<file path="src/rtl/phy_pkg.sv">
// Shared rx/tx PHY definitions: lane count, byte width and the un-striper FSM encoding.
package phy_pkg;

    localparam int unsigned NUM_LANES = 4;
    localparam int unsigned BYTE_W    = 8;
    localparam int unsigned PTR_W     = $clog2(NUM_LANES);

    typedef enum logic {
        ST_IDLE = 1'b0,
        ST_FILL = 1'b1
    } rx_state_e;

endpackage

</file>
<file path="src/rtl/demux_idle_timer.sv">
// Counts consecutive idle cycles while a partial group is held; strobes timeout on the
// cycle the stall limit is reached so the caller can drop the partial group.
module demux_idle_timer #(
    parameter int unsigned IDLE_MAX = 4
) (
    input  logic clk,
    input  logic reset,
    input  logic clear,
    input  logic tick,
    output logic timeout
);

    localparam int unsigned     CNT_W    = $clog2(IDLE_MAX) + 1;
    localparam logic [CNT_W-1:0] CNT_LAST = CNT_W'(IDLE_MAX - 1);

    logic [CNT_W-1:0] r_idle_cnt;

    assign timeout = tick && (r_idle_cnt == CNT_LAST);

    // Wrapping to zero on timeout means the counter never exceeds IDLE_MAX-1.
    always_ff @(posedge clk or negedge reset) begin
        if (!reset) begin
            r_idle_cnt <= '0;
        end else if (clear || timeout) begin
            r_idle_cnt <= '0;
        end else if (tick) begin
            r_idle_cnt <= r_idle_cnt + 1'b1;
        end
    end

endmodule

</file>
<file path="src/rtl/demux_1x4_8bits.sv">
// Receive-side lane un-striper: deals valid bytes round-robin into 4 lanes and presents
// each completed group with a 1-cycle valid_out pulse; stalled partial groups are dropped.
module demux_1x4_8bits
    import phy_pkg::*;
#(
    parameter int unsigned WIDTH    = BYTE_W,
    parameter int unsigned IDLE_MAX = 4
) (
    input  logic             clk,
    input  logic             reset,
    input  logic [WIDTH-1:0] data_in,
    input  logic             valid_in,
    output logic [WIDTH-1:0] out0,
    output logic [WIDTH-1:0] out1,
    output logic [WIDTH-1:0] out2,
    output logic [WIDTH-1:0] out3,
    output logic             valid_out,
    output logic             dropped
);

    localparam logic [PTR_W-1:0] LAST_LANE = PTR_W'(NUM_LANES - 1);

    rx_state_e        r_state;
    logic [PTR_W-1:0] r_ptr;
    logic [WIDTH-1:0] r_buf0;
    logic [WIDTH-1:0] r_buf1;
    logic [WIDTH-1:0] r_buf2;

    logic w_tick;
    logic w_clear;
    logic w_timeout;

    assign w_tick  = (r_state == ST_FILL) && !valid_in;
    assign w_clear = valid_in || (r_state == ST_IDLE);

    demux_idle_timer #(
        .IDLE_MAX (IDLE_MAX)
    ) u_idle_timer (
        .clk     (clk),
        .reset   (reset),
        .clear   (w_clear),
        .tick    (w_tick),
        .timeout (w_timeout)
    );

    always_ff @(posedge clk or negedge reset) begin
        if (!reset) begin
            r_state   <= ST_IDLE;
            r_ptr     <= '0;
            r_buf0    <= '0;
            r_buf1    <= '0;
            r_buf2    <= '0;
            out0      <= '0;
            out1      <= '0;
            out2      <= '0;
            out3      <= '0;
            valid_out <= 1'b0;
            dropped   <= 1'b0;
        end else begin
            valid_out <= 1'b0;
            dropped   <= 1'b0;
            if (valid_in) begin
                if (r_ptr == LAST_LANE) begin
                    // Last lane bypasses the buffer so the group is visible right after its edge.
                    out0      <= r_buf0;
                    out1      <= r_buf1;
                    out2      <= r_buf2;
                    out3      <= data_in;
                    valid_out <= 1'b1;
                    r_ptr     <= '0;
                    r_state   <= ST_IDLE;
                end else begin
                    case (r_ptr)
                        PTR_W'(0): r_buf0 <= data_in;
                        PTR_W'(1): r_buf1 <= data_in;
                        default:   r_buf2 <= data_in;
                    endcase
                    r_ptr   <= r_ptr + 1'b1;
                    r_state <= ST_FILL;
                end
            end else if (w_timeout) begin
                r_ptr   <= '0;
                r_state <= ST_IDLE;
                dropped <= 1'b1;
            end
        end
    end

endmodule

</file>
<file path="config.mk">
export PLATFORM = sky130hd
export DESIGN_NAME = demux_1x4_8bits
export DESIGN_NICKNAME = d
export VERILOG_FILES = /design/src/rtl/phy_pkg.sv /design/src/rtl/demux_idle_timer.sv /design/src/rtl/demux_1x4_8bits.sv
export SDC_FILE = /design/constraint.sdc
export NUM_CORES = 1
export LEC_CHECK = 0
export BUFFER_PORTS_ARGS = -buffer_cell sky130_fd_sc_hd__buf_2
export CAP_MARGIN = 20
export CORE_AREA = 2 2 76 78
export DETAILED_ROUTE_END_ITERATION = 8
export DIE_AREA = 0 0 78 80
export PLACE_DENSITY = 0.81
export SLEW_MARGIN = 20
export SYNTH_ARGS = -nofsm -noshare
export SYNTH_HDL_FRONTEND = slang
export SYNTH_SLANG_ARGS = --single-unit
export TNS_END_PERCENT = 100
</file>
<file path="constraint.sdc">
create_clock -name clk -period 1.5 [get_ports clk]
set_clock_uncertainty 0.1 [all_clocks]
set_input_delay 0.3 -clock clk [delete_from_list [all_inputs] [get_ports clk]]
set_output_delay 0.3 -clock clk [all_outputs]
set_load 0.02 [all_outputs]
</file>
Word level (Yosys, flattened, before mapping)
Cells that the tools add are included.

Flip-flop bits (word level): 64. Input bits: 11.

Add/sub/neg operators: 2. Eq/ne operators: 3. Muxes and demuxes: 12. Bitwise logic cells: 3. Reductions and logical operators: 13.

Operator list (count): 3-bit AND reduction (3); 1-bit two-way mux (7); 2-bit two-way mux (3); 3-bit two-way mux (2); 2-bit nonzero test (2); 3-bit by 1-bit adder with 3-bit output, second input constant (1); 3-bit by 2-bit equality test with 1-bit output, second input constant (1); 1-bit inverter (3); 2-bit by 1-bit adder with 2-bit output, second input constant (1); 2-bit by 1-bit equality test with 1-bit output, second input constant (1); 2-bit equality test, second input constant (1); 1-bit logical AND (2); 2-bit logical NOT (1); 1-bit logical OR (2); 2-bit AND reduction (1); 2-bit OR reduction (1); 1-bit logical NOT (1).

Logic depth before layout (Yosys ltp)
Word-level depth: 5. Gate-level depth with buffers: 4. Mapped depth without buffers: 4.

Cells and area by module
A second synthesis with hierarchy kept.

Cells, all modules: 157. Area total of the unflattened synthesis: 2538.7 µm².

Modules (own cells, without submodules): demux_1x4_8bits (times used 1, cells an instance 142, area an instance 2371.0 µm²); demux_idle_timer (times used 1, cells an instance 15, area an instance 167.7 µm²).

Worst setup path before layout
No wires, ideal clock.

Path type: reg-to-reg. Start point: register r_ptr[0]. End point: register out0[7]. Library setup time: 125 ps. Data arrival time: 1254 ps. Data required time: 1275 ps. Path slack: 20 ps. Cell stages (with the launch flop): 5. Buffers on the path: 1. Clock period less this slack: 1480 ps. Cells stage by stage: dfrtp_1 > ha_1 > nand2_4 > buf_6 > mux2_4.

Word-level cells in the longest chain between the ends: 2.

RTL lines: start, declared (RTL line demux_1x4_8bits.sv:24) `logic [PTR_W-1:0] r_ptr;`; start signal, assigned (RTL line demux_1x4_8bits.sv:78) `r_ptr <= r_ptr + 1'b1;`; 2-bit equality test (RTL line demux_1x4_8bits.sv:63) `if (r_ptr == LAST_LANE) begin`; 2-bit AND reduction (no line); end signal, assigned (RTL line demux_1x4_8bits.sv:65) `out0 <= r_buf0;`; end, declared (RTL line demux_1x4_8bits.sv:13) `output logic [WIDTH-1:0] out0,`.

No other way between the ends. A chain may end at the register's enable or synchronous reset.

Worst setup path in the final report
Start point: register r_ptr[1]. End point: register r_buf1[2].

Word-level cells in the longest chain between the ends: 3. Elaborated cells between the ends (all ways): 4.

RTL lines: 2-bit equality test (RTL line demux_1x4_8bits.sv:63); 1-bit inverter (no line); 3-bit AND reduction (no line) (*); end signal, assigned (RTL line demux_1x4_8bits.sv:75) `PTR_W'(1): r_buf1 <= data_in;`; end, declared (RTL line demux_1x4_8bits.sv:26) `logic [WIDTH-1:0] r_buf1;`.

Mark *: on every way between the ends. The rest lies on a longest branch, timed or not.

==> run_results.csv <==
group,metric,value,unit
outcome,status,"finished, final reports clean",
yosys,synth_area,2600,um2
clock_network,clock_latency,0.34,ns
sta,fin_crit,1.45,ns
route,via_count,1379,
yosys,synth_largest_area_cell,"dfrtp_1",
worst_setup_path,crit_path_start_kind,"register",
clock_network,cts.sinks,64,
pwr,p_leak,0.00165,uW
sta,slew_violations,0,
global_routing,antenna_found_initial,0,
worst_setup_path,arrival,1.58,ns
sta,worst_pin_slew,0.327,ns
yosys,synth_cells,151,
yosys,netlist.area_leader.share,0.615,
sta,fin_tns_setup,0,ns
route,final_antenna_net_count,0,
sta,slew_headroom,0.782,
worst_hold_path,hold_path_class,"input port to register",
clock_network,numCtsBuffers,9,
yosys,ys_seq_elements,64,
worst_setup_path,cp_max_fo,8,
final_layout,antenna_cells,0,
route,drc_errors,0,
place,post-dp-hpwl,2830,um
worst_setup_path,cp_slowest_cell,"dfrtp_1",
pwr,powerDensity,2240,nW/um2
worst_setup_path,r2r_slack,0.05,ns
route,wl_per_cell,14.2,um
route,routed_wl,4080,um
floorplan,die_w,78,um
sta,setup_viol,0,
worst_setup_path,cp.required,1.63,ns
clock_network,clkSlewWorstSetupHoldPaths,0.07,ns
final_layout,final_net_count,227,
final_layout,syn2layout_area_growth,23.8,%
final_layout,layout_common_cells,"dfrtp_1 (63), buf_2 (44), mux2_4 (29)",
yosys,syn_avg_cell_area,17.2,um2
final_layout,drive_above_1_share,0.637,
sta,hold_viol,0,
global_routing,grt_pass1_wl,6700,um
floorplan,core_area,5410,um2
final_layout,utilization,0.596,
floorplan,ios,45,
worst_setup_path,r2r_end,"r_buf1[2]$_DFFE_PN0P_",
worst_hold_path,holdCritStartpoint,"data_in[3]",
worst_setup_path,worst_r2r_path_depth,4,
floorplan,dieArea,6240,um2
global_routing,grt_pass1_vias,1389,
worst_hold_path,whs_path_depth,2,
worst_setup_path,r2r_start,"r_ptr[1]$_DFFE_PN0P_",
route,drt_iter0_drc,55,
clock_network,cts_buffer_depth,2,
final_layout,final_common_cell,"dfrtp_1",
clock_network,cts_htree_levels,3,
clock_network,cts_root_buffer,"clkbuf_8",
floorplan,fp.dieH,80,um
worst_hold_path,min_to,"out3[3]$_DFFE_PN0P_",
worst_setup_path,crit_path_end_kind,"register",
sta,finalCritPeriodShare,0.967,
pwr,peakVddDrop,1.21,mV
worst_setup_path,slowest_delay,0.43,ns
global_routing,grt_max_degree,65,
clock_network,cts_tree,"built",
worst_setup_path,path_class,"register to register",
route,dr.pass1.iters,4,
route,via_per_inst,4.80,
yosys,synth_cell_type_count,18,
floorplan,start_util,0.482,
global_routing,grt_usage,0.147,
place,portBuffers,44,
worst_setup_path,path_cells,"inv_1, ha_1, nand3b_4, mux2_2",
yosys,synth_nets,168,
floorplan,rows,27,
place,gp_congestion,0.710,
sta,fmax,0.690,GHz
yosys,synth_area_leaders,"dfrtp_1 (62%), mux2_4 (17%), mux2_2 (12%), ha_1 (2.9%), nand3b_4 (1.5%)",
yosys,synth_warnings,0,
job,drv_cap,0,
yosys,synth_seq_area_share,0.615,
global_routing,grt_overflow_total,0,
==> worst max path at each step <==
stage                                           start                                     end  slack (ns)  cells after the start
6_report                         r_ptr[1]$_DFFE_PN0P_                   r_buf1[2]$_DFFE_PN0P_        0.05                      4
5_1_grt        u_idle_timer.r_idle_cnt[0]$_DFFE_PN0P_  u_idle_timer.r_idle_cnt[1]$_DFFE_PN0P_      -0.004                      4
4_1_cts        u_idle_timer.r_idle_cnt[0]$_DFFE_PN0P_  u_idle_timer.r_idle_cnt[0]$_DFFE_PN0P_        0.02                      4
3_5_place_dp                     r_ptr[0]$_DFFE_PN0P_                     out3[1]$_DFFE_PN0P_       -0.03                      4
3_3_place_gp                     r_ptr[0]$_DFFE_PN0P_                     out2[2]$_DFFE_PN0P_       0.009                      4
2_1_floorplan                    r_ptr[0]$_DFFE_PN0P_                     out0[7]$_DFFE_PN0P_        0.02                      4
==> cell type report <==
class | count | area [um2]
sequential | 64 | 1600
multi-input combinational | 77 | 972
fill | 433 | 2180
clock inverter | 7 | 78.8
clock buffer | 9 | 124
timing repair buffer | 52 | 333
tap | 72 | 90.1
inverter | 6 | 22.5
==> logic make-up after synthesis <==
kind of cell,Yosys count,share of synthesized area
AND/OR/NAND/NOR,12,0.0389
flip-flops,64,0.615
adder cells (fa/ha/maj),6,0.0288
buffers and inverters,10,0.0245
multiplexers,56,0.284
AO/OA/AOI/OAI,3,0.00865
==> registers in the layout, summed over array words and instances (netlist names) <==
signal	cells
out2	8
dropped	1
r_buf0	8
r_ptr	2
r_buf2	8
r_state	1
out3	8
valid_out	1
out1	8
r_buf1	8
u_idle_timer.r_idle_cnt	3
out0	8
==> what timing repair did <==
| item | in CTS | in global routing |
|---|---|---|
| hold endpoints to repair | 64 | 0 |
| gates resized for setup | 1 | 10 |
| endpoints found under the setup margin | 27 | 29 |
| setup buffers | 0 | 1 |
| hold buffers | 1 | 0 |
| pin swaps | 0 | 1 |
==> worst max-delay path: cells and delay by family (launching register included) <==
family	cells	cell delay, ns
and+or+nand+nor	1	0.15
muxes	1	0.36
adders and majority gates	1	0.22
buffers and inverters	1	0.09
DFF	1	0.43
==> metal layers <==
layer | share of wire | up-vias | global-route usage
met5 | 0 | - | 0
met4 | 0.024 | 0 | 0.0947
met3 | 0.041 | 9 | 0.0464
met2 | 0.50 | 29 | 0.229
met1 | 0.44 | 684 | 0.178
li1 | - | 657 | -
==> through the flow <==
stage	setup slack [ns]	total power (uW)	instances	area, um2	hold slack, ns
floorplan	0.0205	4910	151	2600	-0.0956
global placement	0.00932	5660	269	2970	0.235
detailed placement	-0.0320	5750	269	2970	0.234
CTS	0.0210	7250	286	3180	0.121
global route	-0.00373	7620	287	3220	0.125
finish	0.0500	7220	287	3220	0.134
==> synth_stat cells <==
library cell / n
and2_1: 1
nand3b_4: 2
nand2_4: 1
nand2_1: 1
mux2_4: 29
ha_1: 6
buf_6: 3
mux2_2: 27
nand2_2: 1
a31o_2: 2
nor2_1: 3
or3b_1: 1
o21ai_0: 1
nor3b_1: 1
buf_4: 1
inv_1: 6
and3_1: 1
dfrtp_1: 64
==> where the power goes <==
part | internal [uW] | switching (uW) | total, uW
clock | 779 | 694 | 1470
combinational | 1500 | 1240 | 2750
sequential | 2540 | 453 | 3000
(Power assumes the default switching activity.)
